<file path="src/rtl/keypad_pkg.sv">
`default_nettype none
// ============================================================================
// keypad_pkg : shared types for keypad scanner, key capture and display decode
// Revision   : 1.0
// ============================================================================
package keypad_pkg;

    typedef enum logic [1:0] {
        IDLE         = 2'd0,
        PRESS_WAIT   = 2'd1,
        HELD         = 2'd2,
        RELEASE_WAIT = 2'd3
    } debounce_state_t;

    typedef logic [3:0] key_code_t;

endpackage : keypad_pkg
`default_nettype wire

</file>
<file path="src/rtl/keypad_key_capture_sync2.sv">
`default_nettype none
// ============================================================================
// sync2    : parameterised-width two-flop synchronizer, async active-low reset
// Revision : 1.0
// ============================================================================
module sync2 #(
    parameter int WIDTH = 1
) (
    input  logic             clk,
    input  logic             reset_n,
    input  logic [WIDTH-1:0] d,
    output logic [WIDTH-1:0] q
);

    logic [WIDTH-1:0] r_meta;
    logic [WIDTH-1:0] r_sync;

    always_ff @(posedge clk or negedge reset_n) begin
        if (!reset_n) begin
            r_meta <= '0;
            r_sync <= '0;
        end else begin
            r_meta <= d;
            r_sync <= r_meta;
        end
    end

    assign q = r_sync;

endmodule : sync2
`default_nettype wire

</file>
<file path="src/rtl/keypad_key_capture.sv">
`default_nettype none
// ============================================================================
// keypad_key_capture : debounces scanner key events and keeps a two-digit
//                      history for the seven-segment display mux
// Revision           : 1.0
// ============================================================================
module keypad_key_capture
    import keypad_pkg::*;
#(
    parameter int DEBOUNCE_CYCLES = 200000
) (
    input  logic       clk,
    input  logic       reset_n,
    input  logic       key_valid,
    input  logic [3:0] key_hex,
    output logic [3:0] digit_new,
    output logic [3:0] digit_old,
    output logic [1:0] digits_valid,
    output logic       key_pressed
);

    localparam int                 c_CNT_W   = $clog2(DEBOUNCE_CYCLES);
    localparam logic [c_CNT_W-1:0] c_CNT_MAX = c_CNT_W'(DEBOUNCE_CYCLES - 1);

    logic            w_valid_s;
    key_code_t       w_hex_s;

    debounce_state_t r_state;
    debounce_state_t w_state_nxt;
    logic [c_CNT_W-1:0] r_cnt;
    logic [c_CNT_W-1:0] w_cnt_nxt;
    key_code_t       r_cand;
    key_code_t       w_cand_nxt;
    logic            w_accept;

    key_code_t       r_digit_new;
    key_code_t       r_digit_old;
    logic [1:0]      r_digits_valid;
    logic            r_key_pressed;

    // key_valid and key_hex come from the keypad columns, so both are resynchronised.
    sync2 #(.WIDTH(1)) u_sync_valid (
        .clk     (clk),
        .reset_n (reset_n),
        .d       (key_valid),
        .q       (w_valid_s)
    );

    sync2 #(.WIDTH(4)) u_sync_hex (
        .clk     (clk),
        .reset_n (reset_n),
        .d       (key_hex),
        .q       (w_hex_s)
    );

    always_ff @(posedge clk or negedge reset_n) begin
        if (!reset_n) begin
            r_state <= IDLE;
            r_cnt   <= '0;
            r_cand  <= '0;
        end else begin
            r_state <= w_state_nxt;
            r_cnt   <= w_cnt_nxt;
            r_cand  <= w_cand_nxt;
        end
    end

    always_comb begin
        w_state_nxt = r_state;
        w_cnt_nxt   = r_cnt;
        w_cand_nxt  = r_cand;
        w_accept    = 1'b0;
        case (r_state)
            IDLE: begin
                if (w_valid_s) begin
                    w_cand_nxt  = w_hex_s;
                    w_cnt_nxt   = '0;
                    w_state_nxt = PRESS_WAIT;
                end
            end
            PRESS_WAIT: begin
                if (!w_valid_s) begin
                    w_state_nxt = IDLE;
                end else if (w_hex_s != r_cand) begin
                    // A different code while still settling restarts the window.
                    w_cand_nxt = w_hex_s;
                    w_cnt_nxt  = '0;
                end else if (r_cnt == c_CNT_MAX) begin
                    w_state_nxt = HELD;
                    w_accept    = 1'b1;
                end else begin
                    w_cnt_nxt = r_cnt + 1'b1;
                end
            end
            HELD: begin
                if (!w_valid_s) begin
                    w_cnt_nxt   = '0;
                    w_state_nxt = RELEASE_WAIT;
                end
            end
            RELEASE_WAIT: begin
                if (w_valid_s) begin
                    w_state_nxt = HELD;
                end else if (r_cnt == c_CNT_MAX) begin
                    w_state_nxt = IDLE;
                end else begin
                    w_cnt_nxt = r_cnt + 1'b1;
                end
            end
            default: begin
                w_state_nxt = IDLE;
            end
        endcase
    end

    always_ff @(posedge clk or negedge reset_n) begin
        if (!reset_n) begin
            r_digit_new    <= '0;
            r_digit_old    <= '0;
            r_digits_valid <= 2'b00;
            r_key_pressed  <= 1'b0;
        end else begin
            r_key_pressed <= w_accept;
            if (w_accept) begin
                r_digit_old    <= r_digit_new;
                r_digit_new    <= r_cand;
                r_digits_valid <= {r_digits_valid[0], 1'b1};
            end
        end
    end

    assign digit_new    = r_digit_new;
    assign digit_old    = r_digit_old;
    assign digits_valid = r_digits_valid;
    assign key_pressed  = r_key_pressed;

endmodule : keypad_key_capture
`default_nettype wire

</file>
<file path="config.mk">
export PLATFORM = sky130hd
export DESIGN_NAME = keypad_key_capture
export DESIGN_NICKNAME = d
export VERILOG_FILES = /design/src/rtl/keypad_pkg.sv /design/src/rtl/keypad_key_capture_sync2.sv /design/src/rtl/keypad_key_capture.sv
export SDC_FILE = /design/constraint.sdc
export NUM_CORES = 1
export LEC_CHECK = 0
export BUFFER_PORTS_ARGS = -buffer_cell sky130_fd_sc_hd__buf_2
export CAP_MARGIN = 30
export CORE_MARGIN = 3
export CORE_UTILIZATION = 52
export DETAILED_ROUTE_END_ITERATION = 12
export GPL_ROUTABILITY_DRIVEN = 0
export GPL_TIMING_DRIVEN = 0
export PLACE_DENSITY = 0.82
export SLEW_MARGIN = 20
export SYNTH_ARGS = -nofsm -noshare
export SYNTH_HDL_FRONTEND = slang
export SYNTH_SLANG_ARGS = --single-unit
</file>
<file path="constraint.sdc">
create_clock -name clk -period 2.4 [get_ports clk]
set_clock_uncertainty 0.15 [all_clocks]
set_input_delay 0.12 -clock clk [delete_from_list [all_inputs] [get_ports clk]]
set_output_delay 0.12 -clock clk [all_outputs]
set_load 0.03 [all_outputs]
</file>
# == Yosys cells after proc, flatten, opt, wreduce, memory -nomap -nowiden ==
# Cells that the tools add are included.
# totals
ff_bits,45
in_bits,7
out_inout_bits,11
elab_cells,53
# classes
add_sub_neg,1
n_eq_ne,13
mux,23
reduce_logical,5
# op_table
cell,count
2-to-1 mux 18 bit,6
case mux 18 bit (4 select lines),1
adder 18 x 1 -> 18 bit (second input constant),1
equality test 18 bit (second input constant),1
2-to-1 mux 2 bit,7
2-to-1 mux 4 bit,3
case mux 2 bit (4 select lines),1
case mux 4 bit (2 select lines),1
AND reduction 4 bit,2
inequality test 2 bit (second input constant),3
inequality test 3 bit (second input constant),2
AND reduction 5 bit,1
equality test 2 bit (second input constant),2
2-to-1 mux 1 bit,4
inequality test 2 x 1 -> 1 bit (second input constant),2
inequality test 4 bit,1
inequality test 3 x 2 -> 1 bit (second input constant),1
equality test 2 x 1 -> 1 bit (second input constant),1
zero test 2 bit,1
nonzero test 2 bit,1

# == Logic depth before layout (Yosys ltp) ==
# Gate-level depths: netlist of run 1.
# depth
ltp_word,5
mapped_depth,7
depth_no_buf,6

# == Cells and area by module ==
# Synthesis of run 1 repeated with hierarchy kept, for this count alone.
# unflattened
cells_unflattened,174
area_unflattened_um2,1993.2
# modules_own_cells
module,n_inst,cells_per_inst,area_per_inst_um2,seq_area_each_um2
keypad_key_capture,1,164,1742.9,875.8
sync2 at u_sync_hex,1,8,200.2,200.2
sync2 at u_sync_valid,1,2,50.0,50.0

# == Least setup slack after synthesis of run 1 ==
# OpenSTA, ideal clock, no wires.
# synth_path
path_kind,reg2reg
startpoint,register r_cnt[13]
endpoint,"register r_digit_new[0], in the netlist digit_new[0]"
setup_ns,0.125
t_arrival_ns,2.272
required_ns,2.125
slack_ns,-0.147
path_stages_with_launch,6
n_path_buf,1
period_less_slack_ns,2.547
cell_sequence,dfrtp_1 > or4b_1 > or3_1 > clkbuf_2 > nor4_4 > mux2_2
# synth_between
elab_chain_len,5
# synth_rtl
item,line_no,source
"start, declared",keypad_key_capture.sv:30,logic [c_CNT_W-1:0] r_cnt;
"start signal, assigned",keypad_key_capture.sv:63,r_cnt <= w_cnt_nxt;
equality test 18 bit,keypad_key_capture.sv:88,end else if (r_cnt == c_CNT_MAX) begin
2-to-1 mux 1 bit,keypad_key_capture.sv:88,
2-to-1 mux 1 bit,keypad_key_capture.sv:84,end else if (w_hex_s != r_cand) begin
2-to-1 mux 1 bit,keypad_key_capture.sv:82,if (!w_valid_s) begin
2-to-1 mux 1 bit,keypad_key_capture.sv:73,case (r_state)
"end signal, assigned",keypad_key_capture.sv:126,r_digit_new <= r_cand;
"end, declared",keypad_key_capture.sv:36,key_code_t r_digit_new;
# Every way passes these cells.
# A chain may end at the register's enable or synchronous reset.

# == Worst setup path after layout of run 1 ==
# layout_path
startpoint,register r_cnt[15]
endpoint,register r_cnt[15]
# layout_between
elab_chain_len,5
word_cells_on_any_way,7
classes_between,1 x add/sub; 1 x eq/ne; 5 x mux
# layout_rtl
item,line_no
adder 18 x 1 -> 18 bit / equality test 18 bit (equally long branches),--
2-to-1 mux 18 bit *,"keypad_key_capture.sv:88, keypad_key_capture.sv:104"
2-to-1 mux 18 bit,keypad_key_capture.sv:84
2-to-1 mux 18 bit,keypad_key_capture.sv:82
case mux 18 bit (4 select lines) *,keypad_key_capture.sv:73
# Mark *: on every way between the ends. The rest lies on a longest branch, timed or not. The select of a mux whose other input is x is not followed.

==> summary.txt, run 1 <==
Floorplanning
  – Initial Util: between 50 and 60%
  – Die Width: 66.84 µm
  – Core area: between 3000 and 4000 µm²
  – Die H: approximately 67 µm
  – # rows: 21
  – I/O pin count: 18
  – Die area: 4467 µm²

Cells and area
  – Antenna Cells: 0
  – Area grow syn2layout: 23.60%
  – Area of the multi-input gates: 818.3 µm²
  – Final Cell Area: between 2000 and 2500 µm²
  – Register area: 1126 µm²
  – Layout filler cell count: 244
  – NumNets Final: 213
  – Layout cells sized above 1: just under 30%

Run status
  – Run status: finished clean

STA
  – Minimum clock period: 2375 ps
  – Slew @ Worst Pin: 715.4 ps
  – Count of final hold-check violations: 0
  – Fmax: roughly 420 MHz
  – RSZ-0062 raised after global routing: yes
  – Hold WS: 75.66 ps
  – Final Cycle Share: 98.96%
  – Max transition margin: about half
  – Slew Viols, Final: 0
  – Final setup TNS: 0 ps
  – Final setup fails: 0

Global routing
  – Vias in the first global route: about 1,400
  – Gr usage total: 19.68%
  – Pin count of the biggest net entering global routing: 46
  – First-pass GRT wire length: approximately 6.4 mm
  – GRT Residual Overflow: 0
  – Antenna violations before repair: 0

Worst setup path
  – Slowest CP cell: or4b_4
  – Crit Path Class: flip-flop to flip-flop
  – Worst setup EP type: flip-flop
  – Max incr delay on CP: 560 ps
  – WP data required: 2410 ps
  – Critical Path AT: 2380 ps
  – Critical path, cell by cell: or4b_4 > or3_4 > buf_6 > o211ai_1 > buf_4 > or4_1 > a21oi_1
  – CP Buf/Inv Count: 2
  – Family with the most delay on the worst path: simple AND/OR/NAND/NOR gates
  – CP startpoint kind: flip-flop
  – Worst Path Max Fanout: 8

Synthesis
  – Synth top cells by count: dfrtp_1 (45), nor2_1 (16), mux2_2 (13)
  – Main flop type after synthesis: dfrtp_1
  – Leading area contributor after synthesis: dfrtp_1
  – Yosys warns: 0
  – Post-synthesis sequential area ratio: 58.52%
  – Synth top area share: 58.52%
  – Cell area after synthesis: between 1500 and 2000 µm²
  – Most frequent cell after synthesis: dfrtp_1
  – #FFs+latches synth: 45
  – Top post-synthesis cells by area: dfrtp_1 (59%), mux2_2 (7.6%), xnor2_1 (3.6%)
  – Mapped Cells: 165
  – Syn avg cell area: ~12 µm²
  – Ys async rst share: 100.0%
  – Yosys cell types: 35
  – Syn nets: ~170
  – EDFF count, synth: 0

Clocking
  – Clock sink count: 45
  – CTS clk-pin slew, worst paths: ~90 ps
  – CTS buffer count: 5
  – Root Buffer: clkbuf_8
  – CTS tree: done
  – Clk Latency, worst-skew pair: a little over 300 ps
  – Htree depth: 2
  – Clock Path Buffers: 2

Drt
  – WL/cell: ~16 µm
  – Via-to-Cell Ratio: approximately 5.6
  – Routed Antenna Nets: 0
  – Routed WL: roughly 3.9 mm
  – Via count: 1,405
  – DR iter-0 viols: 72
  – First-pass detailed-route iteration total: 4
  – Residual DRC: 0

Power and ir drop
  – Lkg Pwr: 1.060 nW
  – Power density over cell area: about 560 nW/µm²
  – Peak VDD IR: 0.4781 mV
  – Pwr Total: 1.342 mW

Min path
  – Worst Hold Class: primary input to asynchronous set/reset pin

Placed design
  – Dpl cell area: 2067 µm²
  – Final HPWL DP: 2.471 mm
  – Port Buffers: 17

Flow run
  – Maxcap violations: 0
cells in the final DEF (no fill, tap or decap), types with 4 or more instances in the layout:
cell type      count
o21ai_0            4
dfrtp_1           45
xnor2_1            8
mux2_4             9
nand3_1            5
inv_1              6
a21oi_1            6
xor2_1             8
nor2_1            16
buf_4              9
buf_2             17
dlygate4sd3_1      6
clkbuf_8           5
mux2_2             4
nand2_1            9
nor3_1             4
per-layer routing:
layer	track usage, %	share of wire (%)	wire, µm	vias up
li1	-	-	-	655
met1	24.36	44	1724	699
met2	33.17	49	1942	41
met3	4.047	5.0	199	10
met4	8.376	1.9	76	0
met5	0	0	0	-
cell type report:
type                            count  area share, %
Tap cell                           46          2.420
Timing Repair Buffer               35          10.73
Multi-Input combinational cell    110          34.40
Inverter                            6         0.9469
Sequential cell                    45          47.34
Clock inverter                      3         0.8943
Clock buffer                        5          2.893
Buffer                              2         0.3682
kinds of logic (layout without fill, tap and decap cells):
kind of cell,count (synthesis),in the layout,synth area share [%]
xor gates and xnor gates,16,16,7.282
muxes,14,14,8.127
AOI/OAI and AO/OA,19,19,6.047
adders and majority gates,1,1,0.6501
DFF,45,45,58.52
buffers and inverters,10,51,2.015
and+or+nand+nor,60,60,17.36
power breakdown:
group	leakage [nW]	switching [mW]	internal (mW)
clock network	0.0445	0.262	0.206
registers	0.593	0.0158	0.777
logic	0.422	0.0459	0.0354
total	1.06	0.323	1.02
worst paths after layout:
kind	startpoint	cells after the start	endpoint	slack (ps)
worst max-delay path	r_cnt[15]$_DFFE_PN0P_	7	r_cnt[15]$_DFFE_PN0P_	20
worst min-delay path	reset_n	2	r_cnt[10]$_DFFE_PN0P_	80
worst max register to register	r_cnt[15]$_DFFE_PN0P_	7	r_cnt[15]$_DFFE_PN0P_	20
worst min register to register	u_sync_hex.r_meta[2]$_DFF_PN0_	0	u_sync_hex.q[2]$_DFF_PN0_	210
max in group asynchronous	reset_n	3	u_sync_hex.q[2]$_DFF_PN0_	1560
min in group clk	u_sync_hex.r_meta[2]$_DFF_PN0_	0	u_sync_hex.q[2]$_DFF_PN0_	210
per-stage QoR:
step	std cells	setup WS, ps	util, %
6_report	252	24.87	69.10
5_1_grt	252	-30.86	69.10
4_1_cts	247	-46.66	67.03
3_5_place_dp	228	-298.8	60.05
3_3_place_gp	228	-235.1	60.05
2_1_floorplan	165	-72.46	-
registers in the layout, summed over array words and instances (netlist names), 2 cells and up, named ones only:
name / flops
r_cnt: 18
digit_new: 4
digit_old: 4
r_cand: 4
u_sync_hex.q: 4
u_sync_hex.r_meta: 4
digits_valid: 2
what timing repair did:
| action | in CTS | in global routing |
|---|---|---|
| buffers inserted | 7 | 4 |
| pin swaps | 4 | 7 |
| hold buffers | 6 | 0 |
| endpoints found under the setup margin | 19 | 28 |
| resized for setup | 12 | 7 |
| hold endpoints to repair | 50 | 0 |
Note: power is estimated with default switching activity, not from simulation.
==> run 2: changes to the inputs <==
- CORE_UTILIZATION: 52 -> 57
- PLACE_DENSITY: 0.82 -> 0.85
- clock period: 2.4 -> 2.6 ns (I/O delays scaled with it)
==> run 2 against run 1 <==
  * Worst hold slack got worse by 56 ps
  * Worst setup slack improved by 120 ps
  * Global-route usage increased by 1.1 points
  * Die area decreased by 8.0%
  * Largest cell class unchanged
  * Largest power group unchanged
  * Highest routed layer unchanged
==> summary.txt, run 2 (synthesis results as in run 1) <==
STA
  – Slew @ Worst Pin: 717.5 ps (was 715.4 ps)
  – Setup ws final: 145.5 ps (was 24.87 ps)
  – RSZ-0062 raised after global routing: no (was yes)
  – Final setup TNS: 0 ps (unchanged)
  – Fmax: 407.4 MHz (was 421.0 MHz)
  – Final Cycle Share: 94.40% (was 98.96%)
  – Hold WS: 19.37 ps (was 75.66 ps)
  – Final setup fails: 0 (unchanged)
  – Slew Viols, Final: 0 (unchanged)
  – Count of final hold-check violations: 0 (unchanged)
  – Max transition margin: 51.85% (was 51.99%)
  – Minimum clock period: 2454 ps (was 2375 ps)

Drt
  – Routed WL: 3.757 mm (was 3.943 mm)
  – WL/cell: 15.33 µm (was 15.65 µm)
  – Residual DRC: 0 (unchanged)
  – Routed Antenna Nets: 0 (unchanged)
  – First-pass detailed-route iteration total: 4 (unchanged)
  – DR iter-0 viols: 87 (was 72)
  – Via-to-Cell Ratio: 5.539 (was 5.575)
  – Via count: 1,357 (was 1,405)

Run status
  – Run status: finished clean (unchanged)

Global routing
  – Vias in the first global route: 1,439 (was 1,375)
  – First-pass GRT wire length: 6.541 mm (was 6.396 mm)
  – Antenna violations before repair: 0 (unchanged)
  – Pin count of the biggest net entering global routing: 46 (unchanged)
  – GRT Residual Overflow: 0 (unchanged)
  – Gr usage total: 20.74% (was 19.68%)

Worst setup path
  – Slowest CP cell: or4_1 (was or4b_4)
  – Max incr delay on CP: 500 ps (was 560 ps)
  – WP data required: 2720 ps (was 2410 ps)
  – Critical Path AT: 2580 ps (was 2380 ps)
  – CP startpoint kind: flip-flop (unchanged)
  – Critical path, cell by cell: ha_1 > nand2_1 > or2_2 > clkbuf_1 > o211ai_1 > buf_4 > or4_1 > a21oi_1 (was or4b_4 > or3_4 > buf_6 > o211ai_1 > buf_4 > or4_1 > a21oi_1)
  – Crit Path Class: flip-flop to flip-flop (unchanged)
  – Worst Path Max Fanout: 8 (unchanged)
  – Worst setup EP type: flip-flop (unchanged)

Clocking
  – Clock Path Buffers: 2 (unchanged)
  – CTS buffer count: 5 (unchanged)
  – Htree depth: 2 (unchanged)
  – Clock sink count: 45 (unchanged)
  – Clk Latency, worst-skew pair: 340 ps (was 310 ps)
  – CTS tree: done (unchanged)
  – CTS clk-pin slew, worst paths: 130 ps (was 90 ps)
  – Root Buffer: clkbuf_4 (was clkbuf_8)

Cells and area
  – Layout cells sized above 1: 25.87% (was 29.13%)
  – Area grow syn2layout: 19.64% (was 23.60%)
  – Antenna Cells: 0 (unchanged)
  – Most frequent cells in the layout: dfrtp_1 (44), buf_2 (17), nor2_1 (16), mux2_2 (13), nand2_1 (9) (was dfrtp_1 (45), buf_2 (17), nor2_1 (16))
  – NumNets Final: 208 (was 213)
  – Largest register FFs: 18 (unchanged)
  – Most common cell after layout, fill and taps aside: dfrtp_1 (unchanged)
  – Largest register by flop count: r_cnt (unchanged)

Power and ir drop
  – Power density over cell area: 578.2 nW/µm² (was 564.2 nW/µm²)
  – Peak VDD IR: 0.4158 mV (was 0.4781 mV)
  – Clk pwr share: 39.4% (was 34.9%)
  – Lkg Pwr: 1.021 nW (was 1.060 nW)
  – Int Power: 1.052 mW (was 1.018 mW)
  – Switching power: 0.2788 mW (was 0.3235 mW)
  – Gate power share: 5.6% (was 6.1%)
  – Sw frac: 20.95% (was 24.11%)
  – Sequential share of power: 55.0% (was 59.1%)

Floorplanning
  – Die area: 4109 µm² (was 4467 µm²)
  – Initial Util: 61.52% (was 55.91%)
  – # rows: 20 (was 21)
  – Die Width: 64.11 µm (was 66.84 µm)
  – Die H: 64.11 µm (was 66.84 µm)
  – Core area: 3128 µm² (was 3442 µm²)
  – I/O pin count: 18 (unchanged)

Placed design
  – Final HPWL DP: 2.425 mm (was 2.471 mm)
  – Post-Place Setup Slack: -198.0 ps (was -298.8 ps)
  – Port Buffers: 17 (unchanged)

Flow run
  – Maxcap violations: 0 (unchanged)

Min path
  – Worst Hold Class: primary input to asynchronous set/reset pin (unchanged)
==> run 2: cell count changes in the layout (fill, tap and decap cells not counted), sizes merged <==
cell	change
bufinv	+2
clkinvlp	-1
clkbuf	+1
buf	-6
clkinv	-1
==> run 2: per-stage QoR <==
stage / std cells / power [mW] / area (µm²) / utilization, %
after floorplan: 165 / 0.7765 / 1924 / -
after global placement: 226 / 0.8016 / 2064 / 66.00
after detailed placement: 226 / 0.8071 / 2064 / 66.00
after CTS: 243 / 1.334 / 2253 / 72.04
after global routing: 245 / 1.387 / 2302 / 73.60
final: 245 / 1.331 / 2302 / 73.60
==> run 2: critical path, delay by kind of cell, from the launching register on <==
family          cells  cell delay, ps
compound gates      2             300
buf+inv             2             530
simple gates        3             770
flops               1             420
fa+ha+maj           1             220
==> run 2: final timing paths <==
path                       cells after the start                       end  slack, ps                           from
min in group clk                               0  u_sync_valid.q$_DFF_PN0_        220  u_sync_valid.r_meta$_DFF_PN0_
min                                            2     r_cnt[11]$_DFFE_PN0P_         20                        reset_n
max reg2reg                                    8     r_cnt[15]$_DFFE_PN0P_        150           r_cnt[0]$_DFFE_PN0P_
max in group asynchronous                      3     r_cnt[12]$_DFFE_PN0P_       1830                        reset_n
max                                            8     r_cnt[15]$_DFFE_PN0P_        150           r_cnt[0]$_DFFE_PN0P_
min reg2reg                                    0  u_sync_valid.q$_DFF_PN0_        220  u_sync_valid.r_meta$_DFF_PN0_
==> run 2: power by group through the flow <==
stage	Combinational [mW]	Clock (mW)	Sequential (mW)
after floorplan	0.0354	0	0.741
after global placement	0.0585	0	0.743
after detailed placement	0.0621	0	0.745
after CTS	0.0694	0.533	0.731
after global routing	0.0840	0.568	0.735
final	0.0751	0.524	0.732
==> run 2: area by class of cell <==
type / instances / area [µm²]
flip-flops and latches: 45 / 1127
fillers: 203 / 825.8
multi-input cells: 110 / 777.0
repair buffers: 29 / 202.7
clock inverters: 3 / 68.82
well taps: 44 / 55.05
clock buffers: 5 / 37.54
inverters: 6 / 22.52
plain buffers: 3 / 11.26
==> run 2: repair_timing <==
action,CTS,global route
hold buffers,6,0
endpoints found under the setup margin,13,22
pin swaps,2,0
endpoints found under the hold margin,50,0
gates resized for setup,0,4
buffers inserted,3,2
==> run 2: routing by layer <==
layer / up-vias / track usage (%) / wire length [µm]
met4: 0 / 6.596 / 51
met3: 6 / 4.745 / 156
met2: 34 / 36.90 / 2044
met5: - / 0 / 0
li1: 652 / - / -
met1: 665 / 24.79 / 1505
==> run 3: changes to the inputs <==
- BUFFER_PORTS_ARGS: -buffer_cell sky130_fd_sc_hd__buf_2 -> -buffer_cell sky130_fd_sc_hd__clkbuf_2
- CTS_CLUSTER_DIAMETER: not set -> 60
==> run 3 against run 2 <==
  * First-iteration DRC count increased by 13%
  * Maximum frequency is 3.5% lower
  * Die area did not move
  * Critical path depth is 2 lower
  * Register-to-register slack got worse by 90 ps
  * Highest routed layer unchanged
  * Worst setup slack lost 90 ps
  * Non-clock buffer count unchanged
==> summary.txt, run 3 (synthesis results as in run 1) <==
Run status
  – Run status: finished clean (unchanged)

Cells and area
  – Antenna Cells: 0 (unchanged)
  – Largest register by flop count: r_cnt (unchanged)
  – Most frequent cells in the layout: dfrtp_1 (44), clkbuf_2 (18), nor2_1 (16), mux2_2 (13), nand2_1 (9) (was dfrtp_1 (44), buf_2 (17), nor2_1 (16), mux2_2 (13), nand2_1 (9))
  – Area grow syn2layout: 20.09% (was 19.64%)
  – Most common cell after layout, fill and taps aside: dfrtp_1 (unchanged)
  – Largest register FFs: 18 (unchanged)
  – Final Cell Area: 2311 µm² (was 2302 µm²)
  – NumNets Final: 208 (unchanged)
  – Layout cells sized above 1: 25.87% (unchanged)
  – Layout filler cell count: 191 (was 203)
  – Final Non-Filler Cells: 245 (unchanged)

Placed design
  – Dpl cells: 227 (was 226)
  – Final HPWL DP: 2.540 mm (was 2.425 mm)
  – Port Buffers: 17 (unchanged)
  – Dpl cell area: 2085 µm² (was 2064 µm²)

Drt
  – Routed WL: 3.792 mm (was 3.757 mm)
  – Via-to-Cell Ratio: 5.600 (was 5.539)
  – Routed Antenna Nets: 0 (unchanged)
  – Via count: 1,372 (was 1,357)
  – Residual DRC: 0 (unchanged)
  – Top layer used by detailed routing: met4 (unchanged)
  – DR iter-0 viols: 98 (was 87)
  – Met3 wire len: 181 µm (was 156 µm)
  – WL/cell: 15.48 µm (was 15.33 µm)
  – First-pass detailed-route iteration total: 4 (unchanged)
  – Wl on met1: 1.492 mm (was 1.505 mm)
  – Length of routed met2 wiring: 2.058 mm (was 2.044 mm)

Floorplanning
  – Die H: 64.11 µm (unchanged)
  – Initial Util: 61.52% (unchanged)
  – Core area: 3128 µm² (unchanged)
  – # rows: 20 (unchanged)
  – Die area: 4109 µm² (unchanged)
  – Die Width: 64.11 µm (unchanged)
  – I/O pin count: 18 (unchanged)

Power and ir drop
  – Peak VDD IR: 0.4836 mV (was 0.4158 mV)
  – Clk pwr share: 39.9% (was 39.4%)
  – Int Power: 1.052 mW (about the same)
  – Switching power: 0.2911 mW (was 0.2788 mW)
  – Sequential share of power: 54.5% (was 55.0%)
  – Power density over cell area: 581.3 nW/µm² (was 578.2 nW/µm²)
  – Sw frac: 21.67% (was 20.95%)
  – Gate power share: 5.6% (about the same)
  – Lkg Pwr: 1.014 nW (was 1.021 nW)

STA
  – Fmax: 393.0 MHz (was 407.4 MHz)
  – Slew @ Worst Pin: 729.7 ps (was 717.5 ps)
  – Final setup fails: 0 (unchanged)
  – Hold WS: 50.82 ps (was 19.37 ps)
  – Max transition margin: 51.03% (was 51.85%)
  – Slew Viols, Final: 0 (unchanged)
  – Minimum clock period: 2544 ps (was 2454 ps)
  – Count of final hold-check violations: 0 (unchanged)
  – Final Cycle Share: 97.85% (was 94.40%)

Clocking
  – CTS tree: done (unchanged)
  – CTS buffer count: 5 (unchanged)
  – Clock Path Buffers: 2 (unchanged)
  – Clk Latency, worst-skew pair: 360 ps (was 340 ps)
  – CTS clk-pin slew, worst paths: 140 ps (was 130 ps)
  – Root Buffer: clkbuf_4 (unchanged)
  – Htree depth: 2 (unchanged)
  – Clock sink count: 45 (unchanged)

Worst setup path
  – Critical path, cell by cell: or4b_4 > or3_1 > clkbuf_2 > nor4_4 > buf_12 > mux2_2 (was ha_1 > nand2_1 > or2_2 > clkbuf_1 > o211ai_1 > buf_4 > or4_1 > a21oi_1)
  – Worst setup EP type: flip-flop (unchanged)
  – Critical Path Stages: 6 (was 8)
  – CP Buf/Inv Count: 2 (unchanged)
  – WP data required: 2710 ps (was 2720 ps)
  – Critical Path AT: 2650 ps (was 2580 ps)
  – Slowest CP cell: or4b_4 (was or4_1)
  – Worst r2r dst: digit_old[0]$_DFFE_PN0P_ (was r_cnt[15]$_DFFE_PN0P_)
  – R2r setup slk: 60 ps (was 150 ps)
  – Family with the most delay on the worst path: simple AND/OR/NAND/NOR gates (unchanged)
  – R2R cell count: 6 (was 8)
  – Worst Path Max Fanout: 10 (was 8)
  – R2R Path Start: r_cnt[13]$_DFFE_PN0P_ (was r_cnt[0]$_DFFE_PN0P_)
  – Max incr delay on CP: 550 ps (was 500 ps)
  – CP startpoint kind: flip-flop (unchanged)
  – Crit Path Class: flip-flop to flip-flop (unchanged)

Global routing
  – Pin count of the biggest net entering global routing: 32 (was 46)
  – GRT Residual Overflow: 0 (unchanged)
  – Antenna violations before repair: 0 (unchanged)
  – Vias in the first global route: 1,419 (was 1,439)
  – First-pass GRT wire length: 6.527 mm (was 6.541 mm)
  – Gr usage total: 20.80% (was 20.74%)

Min path
  – Worst Hold Class: primary input to asynchronous set/reset pin (unchanged)

Flow run
  – Maxcap violations: 0 (unchanged)
[run 3: layout make-up]
class / instances / area, µm² / share of cell area, %
Inverter: 6 / 22.52 / 0.9746
Clock buffer: 5 / 37.54 / 1.624
Multi-Input combinational cell: 110 / 775.7 / 33.57
Sequential cell: 45 / 1127 / 48.78
Tap cell: 44 / 55.05 / 2.382
Clock inverter: 3 / 68.82 / 2.978
Buffer: 4 / 16.27 / 0.7038
Timing Repair Buffer: 28 / 207.7 / 8.988
[run 3: per-layer routing]
layer | global-route usage, % | up-vias
met1 | 24.29 | 686
met2 | 36.77 | 36
met5 | 0 | -
met3 | 4.745 | 7
met4 | 8.443 | 0
li1 | - | 643
[run 3: repair_timing]
action | in CTS | in global routing
hold endpoints to repair | 50 | 0
buffers inserted | 2 | 2
pin swaps | 2 | 0
setup endpoints to repair | 12 | 13
hold buffers | 6 | 0
resized for setup | 0 | 4
[run 3: worst max path at each step]
stage | startpoint | end | slack (ps)
after floorplan | r_cnt[13]$_DFFE_PN0P_ | digit_new[0]$_DFFE_PN0P_ | 50
after global placement | r_cnt[13]$_DFFE_PN0P_ | digit_new[2]$_DFFE_PN0P_ | -150
after detailed placement | r_cnt[13]$_DFFE_PN0P_ | digit_new[3]$_DFFE_PN0P_ | -180
after CTS | r_cnt[0]$_DFFE_PN0P_ | r_state[0]$_DFFE_PN0P_ | 30
after global routing | r_cnt[13]$_DFFE_PN0P_ | digit_new[3]$_DFFE_PN0P_ | -5
final | r_cnt[13]$_DFFE_PN0P_ | digit_old[0]$_DFFE_PN0P_ | 60
[run 3: power groups by stage]
stage | clock, mW | sequential [mW] | combinational (mW)
6_report | 0.536 | 0.732 | 0.0752
3_3_place_gp | 0 | 0.743 | 0.0584
3_5_place_dp | 0 | 0.745 | 0.0658
5_1_grt | 0.577 | 0.735 | 0.0844
2_1_floorplan | 0 | 0.741 | 0.0354
4_1_cts | 0.539 | 0.732 | 0.0731
[run 3: stage by stage]
step | power (mW) | TNS [ps] | worst slack [ps] | util (%)
6_report | 1.343 | 0 | 55.77 | 73.88
3_3_place_gp | 0.8015 | -1307 | -147.0 | 66.00
2_1_floorplan | 0.7765 | 0 | 53.43 | -
3_5_place_dp | 0.8112 | -1529 | -178.7 | 66.64
5_1_grt | 1.396 | -5.510 | -5.274 | 73.88
4_1_cts | 1.344 | 0 | 28.82 | 72.84
